==> src/rtl/display_pkg.sv <==
// -----------------------------------------------------------------------------
// display_pkg
// Shared definitions for the 7-segment display driver: conversion FSM states,
// conversion length and the segment patterns (active-high, bit0 = segment a).
// No ports.
// -----------------------------------------------------------------------------
package display_pkg;

    typedef enum logic [1:0] {
        ST_IDLE   = 2'd0,
        ST_CONV   = 2'd1,
        ST_COMMIT = 2'd2
    } state_t;

    // One shift-add-3 step per magnitude bit.
    localparam int CONV_CYCLES = 8;

    localparam logic [6:0] SEG_MINUS = 7'h40;
    localparam logic [6:0] SEG_BLANK = 7'h00;

    // Index n holds the pattern for decimal digit n.
    localparam logic [9:0][6:0] SEG_DIGIT = {
        7'h6F, 7'h7F, 7'h07, 7'h7D, 7'h6D,
        7'h66, 7'h4F, 7'h5B, 7'h06, 7'h3F
    };

    // Non-decimal codes cannot come out of the converter; they map to blank.
    function automatic logic [6:0] seg_of(input logic [3:0] bcd);
        logic [6:0] s;
        s = SEG_BLANK;
        for (int i = 0; i < 10; i++) begin
            if (bcd == 4'(i)) s = SEG_DIGIT[i];
        end
        return s;
    endfunction

endpackage

==> src/rtl/display_driver_bin2bcd8.sv <==
// -----------------------------------------------------------------------------
// bin2bcd8
// Sequential 8-bit binary to 3-digit BCD converter (shift-add-3, one bit per
// clock).
//   clk, clr   : clock, asynchronous active-low reset
//   i_start    : load i_mag and begin a conversion (restarts one in flight)
//   i_mag      : 8-bit unsigned magnitude
//   o_last     : high during the cycle whose edge performs the final step
//   o_done     : result valid; held until the next i_start
//   o_bcd      : {hundreds, tens, ones}
// -----------------------------------------------------------------------------
module bin2bcd8
    import display_pkg::*;
(
    input  logic        clk,
    input  logic        clr,
    input  logic        i_start,
    input  logic [7:0]  i_mag,
    output logic        o_last,
    output logic        o_done,
    output logic [11:0] o_bcd
);

    logic [7:0]  r_shift;
    logic [11:0] r_bcd;
    logic [3:0]  r_cnt;
    logic        r_run;
    logic        r_done;
    logic [11:0] w_adj;

    // Correct every nibble that would reach 10 or more after the shift.
    always_comb begin
        // NOTE: every variable gets a default before any branch, so no path
        // leaves it unassigned and no latch is inferred.
        w_adj = r_bcd;
        for (int i = 0; i < 3; i++) begin
            if (r_bcd[i*4 +: 4] >= 4'd5) w_adj[i*4 +: 4] = r_bcd[i*4 +: 4] + 4'd3;
        end
    end

    assign o_last = r_run && (r_cnt == 4'(CONV_CYCLES - 1));
    assign o_done = r_done;
    assign o_bcd  = r_bcd;

    // NOTE: state registers use non-blocking assignments so every flop in the
    // design samples pre-edge values regardless of evaluation order.
    always_ff @(posedge clk or negedge clr) begin
        if (!clr) begin
            r_shift <= '0;
            r_bcd   <= '0;
            r_cnt   <= '0;
            r_run   <= 1'b0;
            r_done  <= 1'b0;
        end else if (i_start) begin
            r_shift <= i_mag;
            r_bcd   <= '0;
            r_cnt   <= '0;
            r_run   <= 1'b1;
            r_done  <= 1'b0;
        end else if (r_run) begin
            // Hundreds never exceeds 2 for an 8-bit input, so bit 11 is unused.
            r_bcd   <= {w_adj[10:0], r_shift[7]};
            r_shift <= {r_shift[6:0], 1'b0};
            r_cnt   <= r_cnt + 4'd1;
            if (o_last) begin
                r_run  <= 1'b0;
                r_done <= 1'b1;
            end
        end
    end

endmodule

==> src/rtl/display_driver.sv <==
// -----------------------------------------------------------------------------
// display_driver
// Captures values written to the CPU output register and shows them in decimal
// on a 4-digit multiplexed common-cathode 7-segment display.
//   SCAN_DIV     : clocks each digit stays enabled (1..65535)
//   clk, clr     : clock, asynchronous active-low reset
//   out_load     : output-register load strobe
//   display_data : output-register value
//   signed_mode  : treat the value as two's complement
//   seg          : segments a..g, active-high, bit0 = a
//   digit        : one-hot digit enable, digit[0] = ones, digit[3] = sign
//   busy         : conversion in progress
// -----------------------------------------------------------------------------
module display_driver
    import display_pkg::*;
#(
    parameter int unsigned SCAN_DIV = 4
) (
    input  logic       clk,
    input  logic       clr,
    input  logic       out_load,
    input  logic [7:0] display_data,
    input  logic       signed_mode,
    output logic [6:0] seg,
    output logic [3:0] digit,
    output logic       busy
);

    state_t      r_state, w_state_next;
    logic        r_pend_v, r_pend_sgn;
    logic [7:0]  r_pend_val;
    logic        r_conv_neg;
    logic [11:0] r_disp_bcd;
    logic        r_disp_neg;
    logic [15:0] r_scan_cnt;
    logic [1:0]  r_idx;
    logic [6:0]  r_seg;
    logic [3:0]  r_digit;

    logic        w_start, w_from_pend, w_pend_wr, w_commit;
    logic        w_last, w_done;
    logic [11:0] w_bcd;
    logic [7:0]  w_src_val, w_mag;
    logic        w_neg;
    logic        w_wrap;
    logic [1:0]  w_idx_next;
    logic [6:0]  w_seg_next;

    // ---------------- capture ----------------
    assign w_src_val = w_from_pend ? r_pend_val : display_data;
    assign w_neg     = (w_from_pend ? r_pend_sgn : signed_mode) & w_src_val[7];
    // 8-bit negation: 0x80 stays 0x80, which reads as 128 unsigned.
    assign w_mag     = w_neg ? (~w_src_val + 8'd1) : w_src_val;

    bin2bcd8 u_conv (
        .clk     (clk),
        .clr     (clr),
        .i_start (w_start),
        .i_mag   (w_mag),
        .o_last  (w_last),
        .o_done  (w_done),
        .o_bcd   (w_bcd)
    );

    // ---------------- control FSM ----------------
    always_comb begin
        w_state_next = r_state;
        w_start      = 1'b0;
        w_from_pend  = 1'b0;
        w_pend_wr    = 1'b0;
        w_commit     = 1'b0;
        unique case (r_state)
            ST_IDLE: begin
                if (r_pend_v) begin
                    // A write in the same cycle refills the slot we are draining.
                    w_start      = 1'b1;
                    w_from_pend  = 1'b1;
                    w_pend_wr    = out_load;
                    w_state_next = ST_CONV;
                end else if (out_load) begin
                    w_start      = 1'b1;
                    w_state_next = ST_CONV;
                end
            end
            ST_CONV: begin
                w_pend_wr = out_load;
                if (w_last) w_state_next = ST_COMMIT;
            end
            ST_COMMIT: begin
                w_pend_wr    = out_load;
                w_commit     = w_done;
                w_state_next = ST_IDLE;
            end
            default: w_state_next = ST_IDLE;
        endcase
    end

    assign busy = (r_state != ST_IDLE);

    always_ff @(posedge clk or negedge clr) begin
        if (!clr) begin
            r_state    <= ST_IDLE;
            r_pend_v   <= 1'b0;
            r_pend_val <= '0;
            r_pend_sgn <= 1'b0;
            r_conv_neg <= 1'b0;
            r_disp_bcd <= '0;
            r_disp_neg <= 1'b0;
        end else begin
            r_state <= w_state_next;
            if (w_pend_wr) begin
                r_pend_v   <= 1'b1;
                r_pend_val <= display_data;
                r_pend_sgn <= signed_mode;
            end else if (w_from_pend) begin
                r_pend_v   <= 1'b0;
            end
            if (w_start) r_conv_neg <= w_neg;
            // Display registers change only here, so a partial result never shows.
            if (w_commit) begin
                r_disp_bcd <= w_bcd;
                r_disp_neg <= r_conv_neg;
            end
        end
    end

    // ---------------- scan ----------------
    assign w_wrap     = (r_scan_cnt == 16'(SCAN_DIV - 1));
    assign w_idx_next = r_idx + 2'd1;

    always_comb begin
        w_seg_next = SEG_BLANK;
        unique case (w_idx_next)
            2'd0: w_seg_next = seg_of(r_disp_bcd[3:0]);
            2'd1: w_seg_next = (r_disp_bcd[11:4] == 8'd0) ? SEG_BLANK
                                                          : seg_of(r_disp_bcd[7:4]);
            2'd2: w_seg_next = (r_disp_bcd[11:8] == 4'd0) ? SEG_BLANK
                                                          : seg_of(r_disp_bcd[11:8]);
            2'd3: w_seg_next = r_disp_neg ? SEG_MINUS : SEG_BLANK;
            default: w_seg_next = SEG_BLANK;
        endcase
    end

    // Outputs are reloaded only when the digit advances, so a commit never
    // tears the digit currently lit; it appears when each digit comes round.
    always_ff @(posedge clk or negedge clr) begin
        if (!clr) begin
            r_scan_cnt <= '0;
            r_idx      <= '0;
            r_seg      <= SEG_DIGIT[0];
            r_digit    <= 4'b0001;
        end else if (w_wrap) begin
            r_scan_cnt <= '0;
            r_idx      <= w_idx_next;
            r_seg      <= w_seg_next;
            r_digit    <= 4'b0001 << w_idx_next;
        end else begin
            r_scan_cnt <= r_scan_cnt + 16'd1;
        end
    end

    assign seg   = r_seg;
    assign digit = r_digit;

endmodule

==> config.mk <==
export PLATFORM = sky130hd
export DESIGN_NAME = display_driver
export DESIGN_NICKNAME = d
export VERILOG_FILES = /design/src/rtl/display_pkg.sv /design/src/rtl/display_driver_bin2bcd8.sv /design/src/rtl/display_driver.sv
export SDC_FILE = /design/constraint.sdc
export NUM_CORES = 1
export LEC_CHECK = 0
export CELL_PAD_IN_SITES_DETAIL_PLACEMENT = 1
export CELL_PAD_IN_SITES_GLOBAL_PLACEMENT = 1
export CORE_MARGIN = 2
export CORE_UTILIZATION = 51
export CTS_CLUSTER_DIAMETER = 120
export CTS_CLUSTER_SIZE = 10
export DETAILED_ROUTE_END_ITERATION = 8
export PLACE_DENSITY = 0.92
export SETUP_SLACK_MARGIN = 0.3
export SYNTH_ARGS = -nofsm -noshare
export SYNTH_HDL_FRONTEND = slang
export SYNTH_SLANG_ARGS = --single-unit
==> constraint.sdc <==
create_clock -name clk -period 5 [get_ports clk]
set_input_delay 1 -clock clk [delete_from_list [all_inputs] [get_ports clk]]
set_output_delay 1 -clock clk [all_outputs]
set_load 0.02 [all_outputs]
==> results of run 1 <==
-- area by class of cell --
type                    instances  share of cell area
flip-flops and latches         81               0.407
inverters                      17              0.0128
multi-input cells             329               0.456
well taps                     108              0.0270
clock inverters                 7              0.0217
repair buffers                 27              0.0515
clock buffers                   9              0.0248
-- how the worst min path moves through the flow --
stage / start / to / slack, ns
after floorplan: r_conv_neg$_DFFE_PN0P_ / r_conv_neg$_DFFE_PN0P_ / 0.45
after global placement: seg[1]$_DFFE_PN1N_ / seg[1]$_DFFE_PN1N_ / 0.45
after detailed placement: seg[1]$_DFFE_PN1N_ / seg[1]$_DFFE_PN1N_ / 0.46
after CTS: seg[1]$_DFFE_PN1N_ / seg[1]$_DFFE_PN1N_ / 0.47
after global routing: seg[1]$_DFFE_PN1N_ / seg[1]$_DFFE_PN1N_ / 0.49
final: seg[1]$_DFFE_PN1N_ / seg[1]$_DFFE_PN1N_ / 0.47
-- registers in the layout, indices dropped and copies added (netlist names) --
name            flops
digit               4
r_pend_sgn          1
r_conv_neg          1
r_state             2
r_pend_v            1
u_conv.o_bcd       12
r_pend_val          8
u_conv.r_run        1
u_conv.r_cnt        4
r_disp_bcd         12
u_conv.r_shift      8
r_disp_neg          1
u_conv.o_done       1
seg                 7
r_idx               2
r_scan_cnt         16
-- cells in the mapped netlist (2+ instances only) --
cell type,number
nand4b_1,2
nand2_1,40
nand4_1,6
o311ai_0,2
xor2_1,9
nand2b_1,6
nand3b_1,2
inv_1,17
a31oi_1,3
buf_1,3
nor3_1,5
a21oi_1,24
o22a_1,2
a21boi_0,3
nor4_1,3
nor4b_1,2
and2_1,6
o211ai_1,4
nor2b_1,4
a211oi_1,4
buf_2,2
nor2_1,28
and3_1,4
a21o_1,2
dfstp_2,7
nor3b_1,2
ha_1,18
dfrtp_1,74
nand3_1,15
mux2i_1,18
and4_1,2
o21ai_0,40
clkbuf_1,17
o31ai_1,5
mux2_2,26
buf_4,2
xnor2_1,20
a211o_1,3
-- power by group --
part / internal, mW / switching (mW)
clock network: 0.293 / 0.272
registers: 0.860 / 0.241
logic: 0.582 / 0.666
total: 1.73 / 1.18
-- tightest hold or removal path, delay by kind of cell (launching register included) --
kind	cells	cell delay, ns
DFF	1	0.38
and+or+nand+nor	1	0.05
AOI/OAI and AO/OA	1	0.05
-- placed cells by master, fill, tap and decap left out, types with 9 or more instances in the layout --
master / n
clkbuf_8: 9
mux2i_1: 18
nand2_1: 40
clkdlybuf4s50_1: 22
xnor2_1: 20
nor2_1: 28
nand3_1: 15
mux2_2: 26
ha_1: 18
xor2_1: 9
a21oi_1: 24
dfrtp_1: 74
inv_1: 17
o21ai_0: 40
-- metal layers --
| layer | global-route usage | part of all wire | up-vias | routed length, µm |
|---|---|---|---|---|
| li1 | - | - | 1630 | - |
| met1 | 0.299 | 0.43 | 1759 | 4520 |
| met2 | 0.401 | 0.52 | 69 | 5490 |
| met3 | 0.0353 | 0.029 | 15 | 301 |
| met4 | 0.0919 | 0.017 | 0 | 175 |
| met5 | 0 | 0 | - | 0 |
-- kinds of logic (layout without fill, tap and decap cells) --
family | after synthesis | count (layout) | share of synthesized area
and+or+nand+nor | 133 | 133 | 0.150
DFF | 81 | 81 | 0.454
buffers and inverters | 41 | 60 | 0.0366
muxes | 44 | 44 | 0.106
adders and majority gates | 18 | 18 | 0.0503
xor gates and xnor gates | 29 | 29 | 0.0567
AOI/OAI and AO/OA | 105 | 105 | 0.146
==> flow_summary_export.csv, run 1 <==
group,metric,value,unit
run_status,status,"finished, final reports clean",
clocking,cts_hold_buf,0,
final_layout,postLayoutCoreUtil,0.580,
sta,relSlewSlack,0.324,
final_layout,ff_latch_area,2040,µm²
routing,wl_per_cell,18.1,µm
logic_synthesis,postSynthAreaPerCell,9.93,µm²
floorplanning,die_y,97.7,µm
global_route,first_global_vias,3669,
floorplanning,fp.coreArea,8640,µm²
power,p_total,2.91,mW
power,p_leak,2.26,nW
logic_synthesis,synthArstFlopShare,1.00,
routing,route.antenna.remaining_nets,0,
setup_path,end_kind,"primary output",
clocking,cts_made_buffers,9,
setup_path,worst_r2r_startpoint,"r_scan_cnt[0]$_DFF_PN0_",
routing,routed_via_density,6.01,
routing,num_vias,3473,
logic_synthesis,synth_ff_type,"dfrtp_1",
global_route,grt_pass1_wl,18.1,mm
setup_path,required,4.00,ns
place,gp_congestion,0.839,
sta,drv_slew,0,
sta,setup_viol,0,
sta,period_share,0.618,
logic_synthesis,synthCells,451,
sta,timing.setup.tns,0,ns
sta,fin_ws,1.91,ns
global_route,grt_use_total,0.234,
global_route,antenna_found_initial,0,
clocking,clk_pin_slew,0.09,ns
power,peakVddDrop,0.000337,V
routing,drt_first_pass_iters,4,
logic_synthesis,synth_cell_types,57,
logic_synthesis,synth_area_leader_cell,"dfrtp_1",
setup_path,arrival,2.09,ns
sta,fmax,324,MHz
sta,skew,0.00742,ns
power,p_per_area,582,nW/µm²
final_layout,fillCellCount,952,
sta,rsz0062_at_grt,"no",
final_layout,fin_cells,578,
place,port_buffers,23,
logic_synthesis,netlist_area,4480,µm²
clocking,cts.sinks,81,
logic_synthesis,yosysTopAreaCellShare,0.413,
logic_synthesis,ys_warn_count,0,
clocking,ctsResizeCount,0,
logic_synthesis,synth_seq_area_share,0.454,
place,dpl_worst_slack,2.22,ns
setup_path,critical_path.max_fanout,13,
setup_path,cp_num_cells,4,
logic_synthesis,synth_edf_count,0,
clocking,htree_levels,3,
setup_path,critPathSlowestCell,"clkdlybuf4s50_1",
setup_path,cp_num_buf_inv,3,
setup_path,critPathLaunchType,"flop",
place,place_inst,562,
place,placed_cell_area,4770,µm²
routing,drc,0,
clocking,tritoncts,"done",
final_layout,finalInstanceArea,5000,µm²
setup_path,path_cells,"inv_1 > ha_1 > inv_1 > clkdlybuf4s50_1",
floorplanning,die_w,97.7,µm
floorplanning,ios,24,
sta,fin_crit,3.09,ns
setup_path,critPathLaunch,"r_state[1]$_DFFE_PN0P_",
sta,hold_viol_final,0,
clocking,cts_setup_buffers,0,
floorplanning,start_util,0.519,
logic_synthesis,synth_area_leaders,"dfrtp_1, mux2_2, ha_1",
final_layout,multi_input_area,2280,µm²
floorplanning,die_area,9550,µm²
setup_path,ff2ff_setup_slack,2.42,ns
routing,drt_iter0_drc,138,
setup_path,setup.worst_path.end,"busy",
logic_synthesis,synth_seq_cells,81,
final_layout,drive_gt1_frac,0.123,
setup_path,r2r_cells,6,
clocking,cts_buffer_depth,2,
flow_run,drv_cap,0,
final_layout,antenna_cells,0,
setup_path,cp_top_family,"buffers and inverters",
hold_path,hp-class,"reg2reg",
setup_path,r2r-end,"seg[4]$_DFFE_PN1N_",
logic_synthesis,synthesis.nets,481,
final_layout,nNetsFinal,495,
setup_path,worst-setup-path-type,"reg2out",
sta,timing.hold.ws,0.469,ns
hold_path,whs_path_depth,2,
setup_path,max_stage_delay,0.57,ns
setup_path,crit_top_cell,"inv_1",
clocking,cts-root-buf,"clkbuf_8",
global_route,grt_max_degree,82,
routing,wirelength,10.5,mm
clocking,clock_latency,0.36,ns
global_route,grt-ovfl-total,0,
sta,tightest_slew,1.01,ns
place,place_hpwl,6.99,mm
final_layout,area_delta_synth_final,11.7,%
floorplanning,rows,34,
Note: power is estimated with default switching activity, not from simulation.
==> run 2: changes to the inputs <==
--- a/config.mk
+++ b/config.mk
@@ -8,11 +8,11 @@
 export CELL_PAD_IN_SITES_DETAIL_PLACEMENT = 1
 export CELL_PAD_IN_SITES_GLOBAL_PLACEMENT = 1
 export CORE_MARGIN = 2
-export CORE_UTILIZATION = 51
+export CORE_UTILIZATION = 47
 export CTS_CLUSTER_DIAMETER = 120
 export CTS_CLUSTER_SIZE = 10
 export DETAILED_ROUTE_END_ITERATION = 8
-export PLACE_DENSITY = 0.92
+export PLACE_DENSITY = 0.86
 export SETUP_SLACK_MARGIN = 0.3
 export SYNTH_ARGS = -nofsm -noshare
 export SYNTH_HDL_FRONTEND = slang
==> constraint.sdc (replaced) <==
create_clock -name clk -period 2.88 [get_ports clk]
set_input_delay 0.576 -clock clk [delete_from_list [all_inputs] [get_ports clk]]
set_output_delay 0.576 -clock clk [all_outputs]
set_load 0.02 [all_outputs]
==> flow_summary_export.csv, run 2 (synthesis gave the netlist of run 1 again) <==
group,metric,value,unit
power,clkPwrFrac,0.185,
sta,rsz0062_at_grt,"no",
place,port_buffers,23,
floorplanning,die_y,102,µm
clocking,cts.sinks,81,
global_route,antenna_found_initial,0,
final_layout,area_delta_synth_final,12.9,%
place,gp_congestion,0.827,
setup_path,path_cells,"inv_1 > ha_4 > inv_1 > clkdlybuf4s50_1",
setup_path,end_kind,"primary output",
final_layout,final_cell_mix,"dfrtp_1, nand2_1, o21ai_0",
clocking,cts_hold_buf,0,
power,power_switching,1.96,mW
floorplanning,fp.coreArea,9240,µm²
clocking,clk_pin_slew,0.08,ns
setup_path,max_stage_delay,0.63,ns
clocking,cts_setup_buffers,0,
setup_path,critPathSlowestCell,"clkdlybuf4s50_1",
power,intPower,3.02,mW
final_layout,largest_reg_flops,16,
floorplanning,die_area,10300,µm²
final_layout,antenna_cells,0,
sta,fin_crit,2.46,ns
routing,wirelength,10.0,mm
power,swShare,0.394,
final_layout,drive_gt1_frac,0.127,
routing,route.antenna.remaining_nets,0,
floorplanning,rows,35,
hold_path,hp-class,"in2async",
setup_path,critical_path.max_fanout,13,
final_layout,final_common_cell,"dfrtp_1",
sta,timing.setup.tns,0,ns
floorplanning,start_util,0.485,
sta,skew,0.0197,ns
sta,relSlewSlack,0.528,
final_layout,top_register,"r_scan_cnt",
setup_path,cp_num_buf_inv,3,
final_layout,fin_cells,601,
sta,hold_viol_final,0,
power,peakVddDrop,0.000554,V
power,p_leak,2.26,nW
setup_path,cp_top_family,"buffers and inverters",
setup_path,critPathLaunchType,"flop",
sta,fmax,406,MHz
clocking,tritoncts,"done",
global_route,grt_max_degree,48,
sta,setup_viol,0,
global_route,grt_use_total,0.211,
floorplanning,die_w,102,µm
power,p_comb_frac,0.430,
routing,routed_via_density,5.55,
routing,drt_first_pass_iters,4,
global_route,grt_pass1_wl,17.1,mm
place,dpl_worst_slack,0.498,ns
clocking,clock_latency,0.36,ns
sta,period_share,0.854,
place,place_hpwl,6.78,mm
setup_path,worst-setup-path-type,"reg2out",
power,p_seq_frac,0.385,
routing,drt_iter0_drc,84,
setup_path,arrival,1.88,ns
clocking,cts_made_buffers,9,
routing,wl_per_cell,16.7,µm
clocking,cts_buffer_depth,2,
run_status,status,"finished, final reports clean",
power,p_per_area,984,nW/µm²
flow_run,drv_cap,0,
routing,drc,0,
sta,tightest_slew,0.705,ns
setup_path,required,2.30,ns
clocking,htree_levels,3,
sta,drv_slew,0,
final_layout,nNetsFinal,497,
place,place_inst,585,
setup_path,crit_top_cell,"inv_1",
sta,fin_ws,0.420,ns
floorplanning,ios,24,
global_route,first_global_vias,3409,
global_route,grt-ovfl-total,0,
routing,num_vias,3335,
clocking,cts-root-buf,"clkbuf_8",
==> run 2: cell count changes in the layout (fill, tap and decap cells not counted), sizes merged <==
cell      before  now
buf            5    7
clkbuf         9   10
clkinv         1    2
clkinvlp       0    1
inv           21   18
==> run 2: per-layer routing <==
layer	share of wire	track usage	vias up
met5	0	0	-
li1	-	-	1630
met1	0.46	0.273	1658
met3	0.021	0.0373	8
met2	0.51	0.366	39
met4	0.011	0.0541	0
==> run 2: final timing paths <==
kind,startpoint,to,slack [ns],cells past startpoint
max reg2reg,r_state[0]$_DFFE_PN0P_,u_conv.r_shift[2]$_DFFE_PN0P_,0.58,7
min reg2reg,seg[1]$_DFFE_PN1N_,seg[1]$_DFFE_PN1N_,0.48,2
max,r_state[0]$_DFFE_PN0P_,busy,0.42,4
min in group clk,seg[1]$_DFFE_PN1N_,seg[1]$_DFFE_PN1N_,0.48,2
min,clr,seg[6]$_DFFE_PN0N_,0.17,1
max in group asynchronous,clr,r_disp_bcd[5]$_DFFE_PN0P_,2.09,2
==> run 2: layout make-up <==
cell class                 count  area, µm²
timing repair buffer          29        285
inverter                      17       63.8
clock buffer                  10        128
fill                        1052       4180
multi-input combinational    329       2290
tap                          129        161
clock inverter                 6       90.1
sequential                    81       2040
==> run 2: stage by stage <==
stage	utilization	hold slack, ns	total power, mW	area [µm²]
after floorplan	-	0.280	3.44	4480
after global placement	0.522	0.450	3.86	4830
after detailed placement	0.522	0.468	4.01	4830
after CTS	0.546	0.171	4.99	5050
after global routing	0.547	0.191	5.36	5060
final	0.547	0.171	4.98	5060
==> run 2: power by group through the flow <==
stage | Clock (mW) | Sequential (mW) | Combinational [mW]
6_report | 0.921 | 1.91 | 2.14
5_1_grt | 0.985 | 1.98 | 2.40
4_1_cts | 0.946 | 1.91 | 2.13
3_5_place_dp | 0 | 1.93 | 2.08
3_3_place_gp | 0 | 1.89 | 1.97
2_1_floorplan | 0 | 1.76 | 1.69
==> run 2: repair_timing <==
| item | in CTS | in global routing |
|---|---|---|
| gates resized for setup | 1 | 1 |
| endpoints found under the setup margin | 1 | 1 |
| pin swaps | 0 | 0 |
| gates cloned | 0 | 0 |
